## src/rtl/alu_multicycle_if.sv

```systemverilog
// Request/response bundle for alu_multicycle: request handshake, operands,
// result handshake and status flags.
interface alu_multicycle_if #(
  parameter int N = 32
);
  logic         in_valid;
  logic         in_ready;
  logic [4:0]   op;
  logic [N-1:0] reg_source1;
  logic [N-1:0] reg_source2;
  logic [N-1:0] immg_source;
  logic         alusrc;
  logic         out_valid;
  logic         out_ready;
  logic [N-1:0] reg_destiny;
  logic         zero;
  logic         carry;
  logic         overflow;
  logic         illegal;
  logic         busy;

  modport master (
    output in_valid, op, reg_source1, reg_source2, immg_source, alusrc, out_ready,
    input  in_ready, out_valid, reg_destiny, zero, carry, overflow, illegal, busy
  );

  modport slave (
    input  in_valid, op, reg_source1, reg_source2, immg_source, alusrc, out_ready,
    output in_ready, out_valid, reg_destiny, zero, carry, overflow, illegal, busy
  );
endinterface

```

## src/rtl/alu_multicycle.sv

```systemverilog
// Multi-cycle ALU: single-cycle logic/arith ops, iterative shift-add multiply
// and restoring divide (one step per cycle), result held until consumed.
//
// state | meaning
// IDLE  | ready for a request
// CALC  | iterating MUL/MULHU/DIVU/REMU, one step per clock
// DONE  | result and flags presented, waiting for out_ready
module alu_multicycle #(
  parameter int N = 32
) (
  input logic          clk,
  input logic          rst_n,
  alu_multicycle_if.slave bus
);
  localparam int SHW = $clog2(N);
  localparam int CW  = SHW + 1;

  typedef enum logic [1:0] {IDLE, CALC, DONE} state_t;

  state_t         state, state_nxt;
  logic [N-1:0]   b_q, hi_q, lo_q, res_q;
  logic [1:0]     op_q;
  logic [CW-1:0]  cnt_q;
  logic           zero_q, carry_q, overflow_q, illegal_q;

  logic           accept, is_long;
  logic [N-1:0]   a_in, b_in;
  logic [SHW-1:0] sh;
  logic [N:0]     add_w;
  logic [N-1:0]   res_s;
  logic           c_s, v_s, il_s;

  logic [N:0]     mul_sum, div_sh, div_diff;
  logic           div_ge;
  logic [N-1:0]   hi_nxt, lo_nxt, res_l;

  assign accept  = bus.in_valid && bus.in_ready;
  assign is_long = (bus.op[4:2] == 3'b100);
  assign a_in    = bus.reg_source1;
  assign b_in    = bus.alusrc ? bus.reg_source2 : bus.immg_source;
  assign sh      = b_in[SHW-1:0];
  assign add_w   = {1'b0, a_in} + {1'b0, b_in};

  always_comb begin
    res_s = '0;
    c_s   = 1'b0;
    v_s   = 1'b0;
    il_s  = 1'b0;
    case (bus.op)
      5'b00000: begin
        res_s = add_w[N-1:0];
        c_s   = add_w[N];
        v_s   = (a_in[N-1] == b_in[N-1]) && (res_s[N-1] != a_in[N-1]);
      end
      5'b00001: begin
        res_s = a_in - b_in;
        c_s   = (a_in < b_in);
        v_s   = (a_in[N-1] != b_in[N-1]) && (res_s[N-1] != a_in[N-1]);
      end
      5'b00010: res_s = a_in & b_in;
      5'b00011: res_s = a_in | b_in;
      5'b00100: res_s = a_in ^ b_in;
      5'b00101: res_s = {{(N-1){1'b0}}, (a_in == b_in)};
      5'b00110: res_s = {{(N-1){1'b0}}, ($signed(a_in) < $signed(b_in))};
      5'b01000: res_s = {{(N-1){1'b0}}, (a_in < b_in)};
      5'b01001: res_s = a_in << sh;
      5'b01010: res_s = a_in >> sh;
      5'b01011: res_s = $signed(a_in) >>> sh;
      5'b10000, 5'b10001, 5'b10010, 5'b10011: res_s = '0;
      default:  il_s = 1'b1;
    endcase
  end

  // {hi,lo} is the product register for MUL and the {remainder,quotient} pair for DIV
  assign mul_sum  = {1'b0, hi_q} + (lo_q[0] ? {1'b0, b_q} : '0);
  assign div_sh   = {hi_q, lo_q[N-1]};
  assign div_ge   = (div_sh >= {1'b0, b_q});
  assign div_diff = div_sh - {1'b0, b_q};

  always_comb begin
    if (op_q[1]) begin
      hi_nxt = div_ge ? div_diff[N-1:0] : div_sh[N-1:0];
      lo_nxt = {lo_q[N-2:0], div_ge};
    end else begin
      hi_nxt = mul_sum[N:1];
      lo_nxt = {mul_sum[0], lo_q[N-1:1]};
    end
    res_l = op_q[0] ? hi_nxt : lo_nxt;
  end

  always_ff @(posedge clk or negedge rst_n) begin
    if (!rst_n) state <= IDLE;
    else        state <= state_nxt;
  end

  always_comb begin
    state_nxt = state;
    case (state)
      IDLE: if (accept) state_nxt = is_long ? CALC : DONE;
      CALC: if (cnt_q == CW'(1)) state_nxt = DONE;
      DONE: if (bus.out_ready) state_nxt = IDLE;
      default: state_nxt = IDLE;
    endcase
  end

  always_ff @(posedge clk or negedge rst_n) begin
    if (!rst_n) begin
      b_q        <= '0;
      hi_q       <= '0;
      lo_q       <= '0;
      op_q       <= '0;
      cnt_q      <= '0;
      res_q      <= '0;
      zero_q     <= 1'b0;
      carry_q    <= 1'b0;
      overflow_q <= 1'b0;
      illegal_q  <= 1'b0;
    end else if (accept) begin
      b_q   <= b_in;
      hi_q  <= '0;
      lo_q  <= a_in;
      op_q  <= bus.op[1:0];
      cnt_q <= is_long ? CW'(N) : '0;
      if (!is_long) begin
        res_q      <= res_s;
        zero_q     <= (res_s == '0) && !il_s;
        carry_q    <= c_s;
        overflow_q <= v_s;
        illegal_q  <= il_s;
      end
    end else if (state == CALC) begin
      hi_q  <= hi_nxt;
      lo_q  <= lo_nxt;
      cnt_q <= cnt_q - CW'(1);
      if (cnt_q == CW'(1)) begin
        res_q      <= res_l;
        zero_q     <= (res_l == '0);
        carry_q    <= 1'b0;
        overflow_q <= 1'b0;
        illegal_q  <= 1'b0;
      end
    end
  end

  assign bus.in_ready    = (state == IDLE);
  assign bus.out_valid   = (state == DONE);
  assign bus.busy        = (state != IDLE);
  assign bus.reg_destiny = res_q;
  assign bus.zero        = zero_q;
  assign bus.carry       = carry_q;
  assign bus.overflow    = overflow_q;
  assign bus.illegal     = illegal_q;
endmodule

```

## src/flat_wrapper.sv

```systemverilog
// flat-port wrapper written by rule: the top's interface ports become plain ports
module alu_multicycle_flat 
#(
  parameter int N = 32
)
  (clk, rst_n, bus_in_valid, bus_op, bus_reg_source1, bus_reg_source2, bus_immg_source, bus_alusrc, bus_out_ready, bus_in_ready, bus_out_valid, bus_reg_destiny, bus_zero, bus_carry, bus_overflow, bus_illegal, bus_busy);
  alu_multicycle_if #(.N(N)) bus_i ();
  input logic clk;
  input logic rst_n;
  input wire logic [$bits(bus_i.in_valid)-1:0] bus_in_valid;
  input wire logic [$bits(bus_i.op)-1:0] bus_op;
  input wire logic [$bits(bus_i.reg_source1)-1:0] bus_reg_source1;
  input wire logic [$bits(bus_i.reg_source2)-1:0] bus_reg_source2;
  input wire logic [$bits(bus_i.immg_source)-1:0] bus_immg_source;
  input wire logic [$bits(bus_i.alusrc)-1:0] bus_alusrc;
  input wire logic [$bits(bus_i.out_ready)-1:0] bus_out_ready;
  output wire logic [$bits(bus_i.in_ready)-1:0] bus_in_ready;
  output wire logic [$bits(bus_i.out_valid)-1:0] bus_out_valid;
  output wire logic [$bits(bus_i.reg_destiny)-1:0] bus_reg_destiny;
  output wire logic [$bits(bus_i.zero)-1:0] bus_zero;
  output wire logic [$bits(bus_i.carry)-1:0] bus_carry;
  output wire logic [$bits(bus_i.overflow)-1:0] bus_overflow;
  output wire logic [$bits(bus_i.illegal)-1:0] bus_illegal;
  output wire logic [$bits(bus_i.busy)-1:0] bus_busy;
  assign bus_i.in_valid = bus_in_valid;
  assign bus_i.op = bus_op;
  assign bus_i.reg_source1 = bus_reg_source1;
  assign bus_i.reg_source2 = bus_reg_source2;
  assign bus_i.immg_source = bus_immg_source;
  assign bus_i.alusrc = bus_alusrc;
  assign bus_i.out_ready = bus_out_ready;
  assign bus_in_ready = bus_i.in_ready;
  assign bus_out_valid = bus_i.out_valid;
  assign bus_reg_destiny = bus_i.reg_destiny;
  assign bus_zero = bus_i.zero;
  assign bus_carry = bus_i.carry;
  assign bus_overflow = bus_i.overflow;
  assign bus_illegal = bus_i.illegal;
  assign bus_busy = bus_i.busy;
  alu_multicycle #(.N(N)) u_core (.clk(clk), .rst_n(rst_n), .bus(bus_i));
endmodule
```

## config.mk

```make
export PLATFORM = sky130hd
export DESIGN_NAME = alu_multicycle_flat
export DESIGN_NICKNAME = d
export VERILOG_FILES = /design/src/rtl/alu_multicycle_if.sv /design/src/rtl/alu_multicycle.sv /design/src/flat_wrapper.sv
export SDC_FILE = /design/constraint.sdc
export NUM_CORES = 1
export LEC_CHECK = 0
export BUFFER_PORTS_ARGS = -buffer_cell sky130_fd_sc_hd__buf_2
export CORE_ASPECT_RATIO = 0.9
export CORE_MARGIN = 2
export CORE_UTILIZATION = 24
export CTS_BUF_LIST = sky130_fd_sc_hd__clkbuf_16
export DETAILED_ROUTE_END_ITERATION = 12
export HOLD_SLACK_MARGIN = 0.05
export PLACE_DENSITY = 0.47
export SLEW_MARGIN = 20
export SYNTH_ARGS = -nofsm -noshare
export SYNTH_HDL_FRONTEND = slang
export SYNTH_SLANG_ARGS = --single-unit
```

## constraint.sdc

```tcl
create_clock -name clk -period 9.04 [get_ports clk]
set_input_delay 0.904 -clock clk [delete_from_list [all_inputs] [get_ports clk]]
set_output_delay 0.904 -clock clk [all_outputs]
set_load 0.01 [all_outputs]
```

Yosys cells after proc, flatten, opt, wreduce, memory -nomap -nowiden --
Index checks and enable logic that the tools add are counted.
Word-level totals: output and inout port bits 39, register bits 142, input port bits 106, word-level logic and storage cells 104
Cells by class: reduce and logical (&&, ||, !) cells 14, eq/ne operators 27, muxes and demuxes 38, order comparisons 3, add/sub/neg operators 5, shift operators 3, bitwise gates (word level) 3
Operators by type and width (number):
- 32-bit two-way mux | 14
- 32-bit one-hot mux with 11 select lines | 1
- 32-bit by 32-bit adder with 33-bit output | 2
- 32-bit zero test | 2
- 32-bit < comparator | 2
- 32-bit subtractor | 2
- 33-bit by 32-bit >= comparator with 1-bit output | 1
- 32-bit bitwise AND | 1
- 32-bit == test | 1
- 32-bit OR | 1
- 32-bit by 5-bit left shift with 32-bit output | 1
- 32-bit by 5-bit >> shifter with 32-bit output | 1
- 32-bit by 5-bit >>> shifter with 32-bit output | 1
- 32-bit XOR | 1
- 5-bit by 4-bit == test with 1-bit output, second input constant | 4
- 5-bit == test, second input constant | 4
- 6-bit two-way mux | 3
- 5-bit by 3-bit == test with 1-bit output, second input constant | 3
- 15-bit OR reduction | 1
- 1-bit two-way mux | 13
- 5-bit by 2-bit == test with 1-bit output, second input constant | 2
- 2-bit two-way mux | 4
- 6-bit by 1-bit == test with 1-bit output, second input constant | 1
- 2-bit != test, second input constant | 3
- 15 further kinds | 24

Logic depth before layout (Yosys ltp) --
Gate-level depths: netlist (run 1).
word-level depth 8, depth in mapped cells 21

Least setup slack after synthesis (run 1) --
No wires, ideal clock.
path kind input port to flip-flop, from input port bus_alusrc, to register u_core.zero_q (netlist: u_core.bus.zero), setup slack 3.223 ns, library setup time 0.126 ns, buffers on the path 6, cell stages on the path 19, data arrival time 5.691 ns, path through buf_6 > buf_2 > clkbuf_1 > clkbuf_1 > buf_1 > mux2i_1 > ha_1 > clkbuf_1 > nand2_1 > a2111oi_2 > o31a_1 > o221ai_1 > o21ai_0 > a31oi_1 > or2_2 > and3b_1 > o31ai_1 > nor3_1 > a221o_1
Between the ends: longest elaborated chain between the ends 7
RTL lines:
- start, declared | RTL line flat_wrapper.sv:15 | input wire logic [$bits(bus_i.alusrc)-1:0] bus_alusrc;
- 32-bit two-way mux * | RTL line alu_multicycle.sv:40 | assign b_in = bus.alusrc ? bus.reg_source2 : bus.immg_source;
- 32-bit subtractor (tied with other cells) | RTL line alu_multicycle.sv:56 | res_s = a_in - b_in;
- 32-bit one-hot mux with 11 select lines * | RTL line alu_multicycle.sv:49 | case (bus.op)
- 32-bit zero test * | RTL line alu_multicycle.sv:126 | zero_q <= (res_s == '0) && !il_s;
- 1-bit logical AND * | RTL line alu_multicycle.sv:126
- 1-bit two-way mux * | RTL line alu_multicycle.sv:124 | if (!is_long) begin
- 1-bit two-way mux * | RTL line alu_multicycle.sv:118 | end else if (accept) begin
- end signal, assigned | RTL line alu_multicycle.sv:126
- end signal, assigned | RTL line alu_multicycle.sv:137 | zero_q <= (res_l == '0);
- end, declared | RTL line alu_multicycle.sv:24 | logic zero_q, carry_q, overflow_q, illegal_q;
Every way passes the cells marked *; elsewhere a longest branch is shown, timed or not. The select of a mux whose other input is x is not followed. A chain may end at the register's enable or synchronous reset.

Final worst setup path (run 1) --
Same ends and word-level chain as after synthesis.

==> summary.txt, run 1 <==
Run status
  – Status: finished clean

Synthesis
  – Ys Warns: 0
  – Synth cell types: 100
  – Post-Syn Instances: 2906
  – Synth top area share: 16.6%
  – Post-synth EDFFs: 0
  – Post-synth ARST share: 100%
  – Mapped Nets: 3186
  – Register area share after synthesis: 16.6%
  – Mapped Area: 21400 um^2
  – Largest area contributor in the netlist: dfrtp_1
  – Post-synthesis register bit count: 142
  – Synth Area per Inst: 7.37 um^2
  – Top cells by area, synth: dfrtp_1, ha_1, mux2i_1, a21oi_1, nand2_1
  – Synth Flop Type: dfrtp_1

Clocking
  – Clock latency on the worst-skew pair: 490 ps
  – Post-CTS Resized: 0
  – Setup bufs post-CTS: 0
  – CTS Buf Count: 17
  – H-tree Lvls: 4
  – Clk root buf: clkbuf_16
  – Max clock buf depth: 2
  – Clock tree sinks: 142
  – Clock Pin Slew Worst Setup and Hold Paths: 70 ps
  – Clock tree from TritonCTS: built
  – CTS Hold Bufs: 0

Setup path
  – CP Capture Type: flip-flop
  – Reg2reg end: u_core.bus.zero
  – Crit path launch: bus_alusrc
  – CP Class: in -> reg
  – CP max stage delay: 1020 ps
  – Reg2reg start: u_core.b_q[14]
  – Startpoint class of the critical path: input port
  – Crit path DAT: 7080 ps
  – CP max-delay cell: mux2i_1
  – Worst R2R Setup Slack: 3290 ps
  – CP Cell Sequence: buf_4 > mux2i_1 > ha_1 > nand4_1 > o22ai_1 > a211oi_1 > a21oi_1 > o21ai_0 > nand3_1 > a2111oi_2 > nand3_1 > nor4_1 > nand4_1 > nor3_1 > a221o_1
  – Worst Path Required: 9440 ps
  – Critical Path Fanout Max: 49
  – CP Depth: 15
  – CP bufs+invs: 1
  – Cell depth of the worst flop-to-flop path: 15
  – CP delay by family, top: compound AO/OA/AOI/OAI gates
  – Worst setup path end: u_core.bus.zero

Global routing
  – First-pass GRT wire length: 175000 um
  – Grt ovf: 0
  – Largest net degree at the start of global routing: 94
  – Initial antenna violation count: 7
  – Vias in the first global route: 23100
  – Total track usage: 26.3%

Die
  – Core area: 88000 um^2
  – Initial Utilization: 24.3%
  – Total Die Area: 91700 um^2
  – Top Ports: 145
  – DIE HEIGHT: 287 um
  – Die width: 319 um
  – FP Rows: 103

Power
  – Leak: 10.4 nW
  – Maximum VDD drop: 0.158 mV
  – PD cells: 259 nW/um^2
  – Power Total: 6.21 mW

Flow run
  – Max-Cap Viols: 0

STA
  – Final setup TNS: 0 ps
  – Crit path time final: 6680 ps
  – Hold Slack: 375 ps
  – Final hold vios: 0
  – Worst Max-Slew Pin Slew: 1280 ps
  – Final setup vio count: 0
  – Setup Skew: 42.8 ps
  – Fin crit share: 73.9%
  – Max Slew Vio Count: 0
  – RSZ-0062 raised after global routing: false
  – Relative slew slack: 13.3%
  – Achievable Freq: 150 MHz

Route
  – Via Count: 24500
  – Post-DRT Antenna Nets: 0
  – Routed len/inst: 30.2 um
  – DRT Wirelength: 124000 um
  – DR pass1 iterations: 6
  – # DRC: 0
  – Vias per inst: 5.97
  – Initial drt markers: 3317

Cells and area
  – Final nets: 3218
  – ANT cells: 0
  – Finished Layout Cells: 4106
  – Commonest non-fill, non-tap cells in the layout: nand2_1, nor2_1, a21oi_1
  – Commonest non-fill, non-tap cell in the layout: nand2_1
  – Filler Cell Count: 9784
  – Final instance area: 24000 um^2
  – Layout Area Growth over Synthesis: 12.1%
  – Area of the multi-input gates: 16400 um^2
  – Register area: 3560 um^2
  – Fraction of layout cells with a size suffix above 1: 12.1%

Placed design
  – Input/output buffers: 144
  – Placer Congestion: 1.04
  – HPWL Detailed: 97600 um
  – Dpl cells: 4073
  – Area post-placement: 23400 um^2

Hold path
  – Hold Path Class: in -> async
==> layout make-up <==
cell class / instances / share of cell area, %
flip-flops and latches: 142 / 14.8
repair buffers: 217 / 5.45
multi-input cells: 2378 / 68.5
well taps: 1155 / 6.02
clock buffers: 17 / 1.77
inverters: 182 / 2.85
clock inverters: 15 / 0.630
==> flip-flops by register name (all words and copies together), names as in the netlist <==
signal	cells
u_core.b_q	32
u_core.bus.reg_destiny	32
u_core.hi_q	32
u_core.lo_q	32
u_core.cnt_q	6
u_core.op_q	2
u_core.state	2
u_core.bus.carry	1
u_core.bus.illegal	1
u_core.bus.overflow	1
u_core.bus.zero	1
==> worst min path at each step <==
stage,end,start,depth (start not counted)
5_1_grt,u_core.bus.reg_destiny[10],rst_n,1
3_3_place_gp,u_core.bus.illegal,u_core.bus.illegal,1
3_5_place_dp,u_core.cnt_q[5],u_core.cnt_q[5],1
4_1_cts,u_core.cnt_q[5],u_core.cnt_q[5],1
6_report,u_core.hi_q[4],rst_n,1
2_1_floorplan,u_core.b_q[10],u_core.b_q[10],2
==> metrics by stage <==
stage / utilization [%] / setup WS, ps
2_1_floorplan: - / 3220
3_3_place_gp: 26.6 / 1330
3_5_place_dp: 26.6 / 2050
4_1_cts: 27.2 / 2530
5_1_grt: 27.3 / 2510
6_report: 27.3 / 2360
==> report_power, final <==
part / internal, mW / switching (mW)
Combinational: 1.38 / 2.62
Sequential: 0.900 / 0.528
Clock: 0.390 / 0.390
==> metal layers <==
layer	vias to the layer above	share of wire [%]	GRT usage (%)
met5	-	0.047	0
met2	1296	42	39.3
met3	193	8.5	4.83
li1	10900	-	-
met1	12200	45	36.9
met4	10	4.9	11.0
==> synthesized netlist by cell type, types with 23 or more instances <==
| cell type | number |
|---|---|
| and2_1 | 43 |
| clkbuf_1 | 147 |
| a211oi_1 | 38 |
| nor2b_1 | 26 |
| nand4_1 | 32 |
| xor2_1 | 26 |
| nand3_1 | 65 |
| mux2i_1 | 161 |
| a22oi_1 | 39 |
| ha_1 | 170 |
| o21ai_0 | 213 |
| nand2_1 | 296 |
| o221ai_1 | 36 |
| xnor2_1 | 47 |
| buf_2 | 33 |
| mux4_2 | 23 |
| a221oi_1 | 39 |
| o211ai_1 | 35 |
| o21a_1 | 23 |
| nor3_1 | 48 |
| inv_1 | 174 |
| a31oi_1 | 38 |
| o31ai_1 | 30 |
| a21oi_1 | 259 |
| a21o_1 | 45 |
| nor2_1 | 268 |
| dfrtp_1 | 142 |
==> logic make-up after synthesis <==
group / synth area share [%]
AND/OR/NAND/NOR: 19.1
adder cells (fa/ha/maj): 10.3
multiplexers: 11.1
flip-flops: 16.6
AO/OA/AOI/OAI: 32.7
XOR/XNOR: 2.99
buffers and inverters: 7.16
(Power assumes the default switching activity.)
==> run 2, diff against run 1 <==
- clock period: 9.04 -> 6.95 ns (I/O delays scaled with it)
==> run 2 against run 1 <==
Combinational power increased by 33%. Highest routed layer unchanged. Global-route usage decreased by 0.092 points. Critical path depth unchanged. Via count increased by 0.87%. Critical endpoint unchanged. Hold slack got worse by 260 ps. Power increased by 30%. First-iteration DRC count increased by 1.6%. Clock skew decreased by 3.6 ps. Sequential cell count unchanged. Cell area increased by 0.20%.
==> summary.txt, run 2 (synthesized netlist as in run 1, its figures left out) <==
Run status
  – Status: finished clean

Placed design
  – Input/output buffers: 144 (unchanged)
  – Placer Congestion: 1.04 (-0.16%)
  – HPWL Detailed: 96800 um (-0.78%)
  – Dpl cells: 4082 (+0.22%)

Setup path
  – Critical Path Fanout Max: 46 (-6.1%)
  – Worst Path Required: 7290 ps (-2150 ps)
  – Startpoint class of the critical path: input port
  – Crit path DAT: 6230 ps (-850 ps)
  – CP Capture Type: flip-flop
  – CP Class: in -> reg

STA
  – Final setup TNS: 0 ps (unchanged)
  – Max Slew Vio Count: 0 (unchanged)
  – Worst Max-Slew Pin Slew: 1310 ps (+28.2 ps)
  – Hold Slack: 112 ps (-263 ps)
  – RSZ-0062 raised after global routing: false
  – Final hold vios: 0 (unchanged)
  – Final setup vio count: 0 (unchanged)
  – Achievable Freq: 170 MHz
  – Fin crit share: 84.6%
  – Relative slew slack: 12.6% (-0.76 points)
  – Crit path time final: 5880 ps
  – Setup Skew: 39.2 ps (-3.60 ps)

Cells and area
  – Commonest non-fill, non-tap cells in the layout: nand2_1, nor2_1, a21oi_1
  – Fraction of layout cells with a size suffix above 1: 12.2% (+0.098 points)
  – Commonest non-fill, non-tap cell in the layout: nand2_1
  – Final nets: 3227 (+0.28%)
  – Finished Layout Cells: 4117 (+0.27%)
  – Layout Area Growth over Synthesis: 12.4%

Power
  – PD cells: 336 nW/um^2 (+30%)
  – Leak: 10.5 nW (+0.56%)
  – Maximum VDD drop: 0.202 mV (+28%)

Global routing
  – Total track usage: 26.2% (-0.092 points)
  – Grt ovf: 0 (unchanged)
  – Initial antenna violation count: 6 (-1)
  – Largest net degree at the start of global routing: 93 (-1.1%)
  – First-pass GRT wire length: 175000 um (-0.13%)
  – Vias in the first global route: 22900 (-0.65%)

Flow run
  – Max-Cap Viols: 0 (unchanged)

Route
  – # DRC: 0 (unchanged)
  – Vias per inst: 6.01 (+0.60%)
  – Via Count: 24700 (+0.87%)
  – Post-DRT Antenna Nets: 0 (unchanged)
  – DR pass1 iterations: 8 (+2)
  – DRT Wirelength: 124000 um (about the same)
  – Initial drt markers: 3369 (+1.6%)
  – Routed len/inst: 30.2 um (-0.23%)

Clocking
  – Clock tree from TritonCTS: built
  – CTS Buf Count: 17 (unchanged)
  – Clock tree sinks: 142 (unchanged)
  – Clock latency on the worst-skew pair: 490 ps (about the same)
  – Clk root buf: clkbuf_16
  – Max clock buf depth: 2 (unchanged)
  – Setup bufs post-CTS: 0 (unchanged)
  – H-tree Lvls: 4 (unchanged)
  – Clock Pin Slew Worst Setup and Hold Paths: 70 ps (about the same)
  – CTS Hold Bufs: 0 (unchanged)
  – Post-CTS Resized: 0 (unchanged)

Hold path
  – Hold Path Class: in -> async

Die
  – Top Ports: 145 (unchanged)
  – DIE HEIGHT: 287 um (unchanged)
  – Initial Utilization: 24.3% (unchanged)
  – Die width: 319 um (unchanged)
  – FP Rows: 103 (unchanged)
  – Total Die Area: 91700 um^2 (unchanged)
  – Core area: 88000 um^2 (unchanged)
## run 2: cell types whose count changed in the layout (fill, tap and decap cells not counted), moves of 3 or more
cell,delta
buf_4,+8
inv_8,-3
a2111oi_0,+3
inv_6,-3
clkinv_4,+3
clkinv_2,+3
clkinvlp_4,-3
## run 2: worst max-delay path, stage by stage
cell      delay, ps
buf_4           610
buf_4           320
mux2i_1         630
ha_1            470
or4_1           530
o211ai_2        330
a211oi_1        250
o31ai_1         600
or2_1           260
a31oi_1         130
o311ai_0        370
a21boi_0        160
o31ai_1         390
nor3_1          140
a221o_1         270
## run 2: power by group
part / leakage (nW) / switching, mW / internal, mW
clock network: 0.291 / 0.445 / 0.528
logic: 8.38 / 3.51 / 1.82
registers: 1.79 / 0.626 / 1.17
## run 2: routing by layer
| layer | global-route usage [%] | wire length (um) | part of all wire (%) |
|---|---|---|---|
| met5 | 0 | 45 | 0.036 |
| met4 | 11.5 | 6300 | 5.1 |
| met3 | 6.33 | 12900 | 10 |
| met2 | 38.0 | 50900 | 41 |
| met1 | 36.5 | 54000 | 43 |
## run 2: metrics by stage
step           cell area, um^2  setup slack (ps)  utilization, %  total power [mW]
2_1_floorplan            21400              1340               -              4.89
3_3_place_gp             23400               773            26.6              6.98
3_5_place_dp             23500               781            26.6              6.94
4_1_cts                  24000              1260            27.3              7.93
5_1_grt                  24100               901            27.3              8.57
6_report                 24100              1070            27.3              8.10
## run 2: path summary, 6_finish.rpt
kind,start,depth (start not counted),slack (ps),to
max in group asynchronous,rst_n,3,5310,u_core.bus.reg_destiny[11]
min reg2reg,u_core.lo_q[1],2,510,u_core.lo_q[1]
max reg2reg,u_core.b_q[6],16,1660,u_core.bus.zero
max,bus_alusrc,15,1070,u_core.bus.zero
min,rst_n,1,110,u_core.hi_q[4]
min in group clk,u_core.lo_q[1],2,510,u_core.lo_q[1]
## run 2: final cells by class
class / instances / area [um^2]
diodes: 2 / 5.00
repair buffers: 226 / 1380
inverters: 182 / 686
clock buffers: 17 / 425
well taps: 1155 / 1450
flip-flops and latches: 142 / 3560
fillers: 9761 / 64000
clock inverters: 15 / 148
multi-input cells: 2378 / 16400
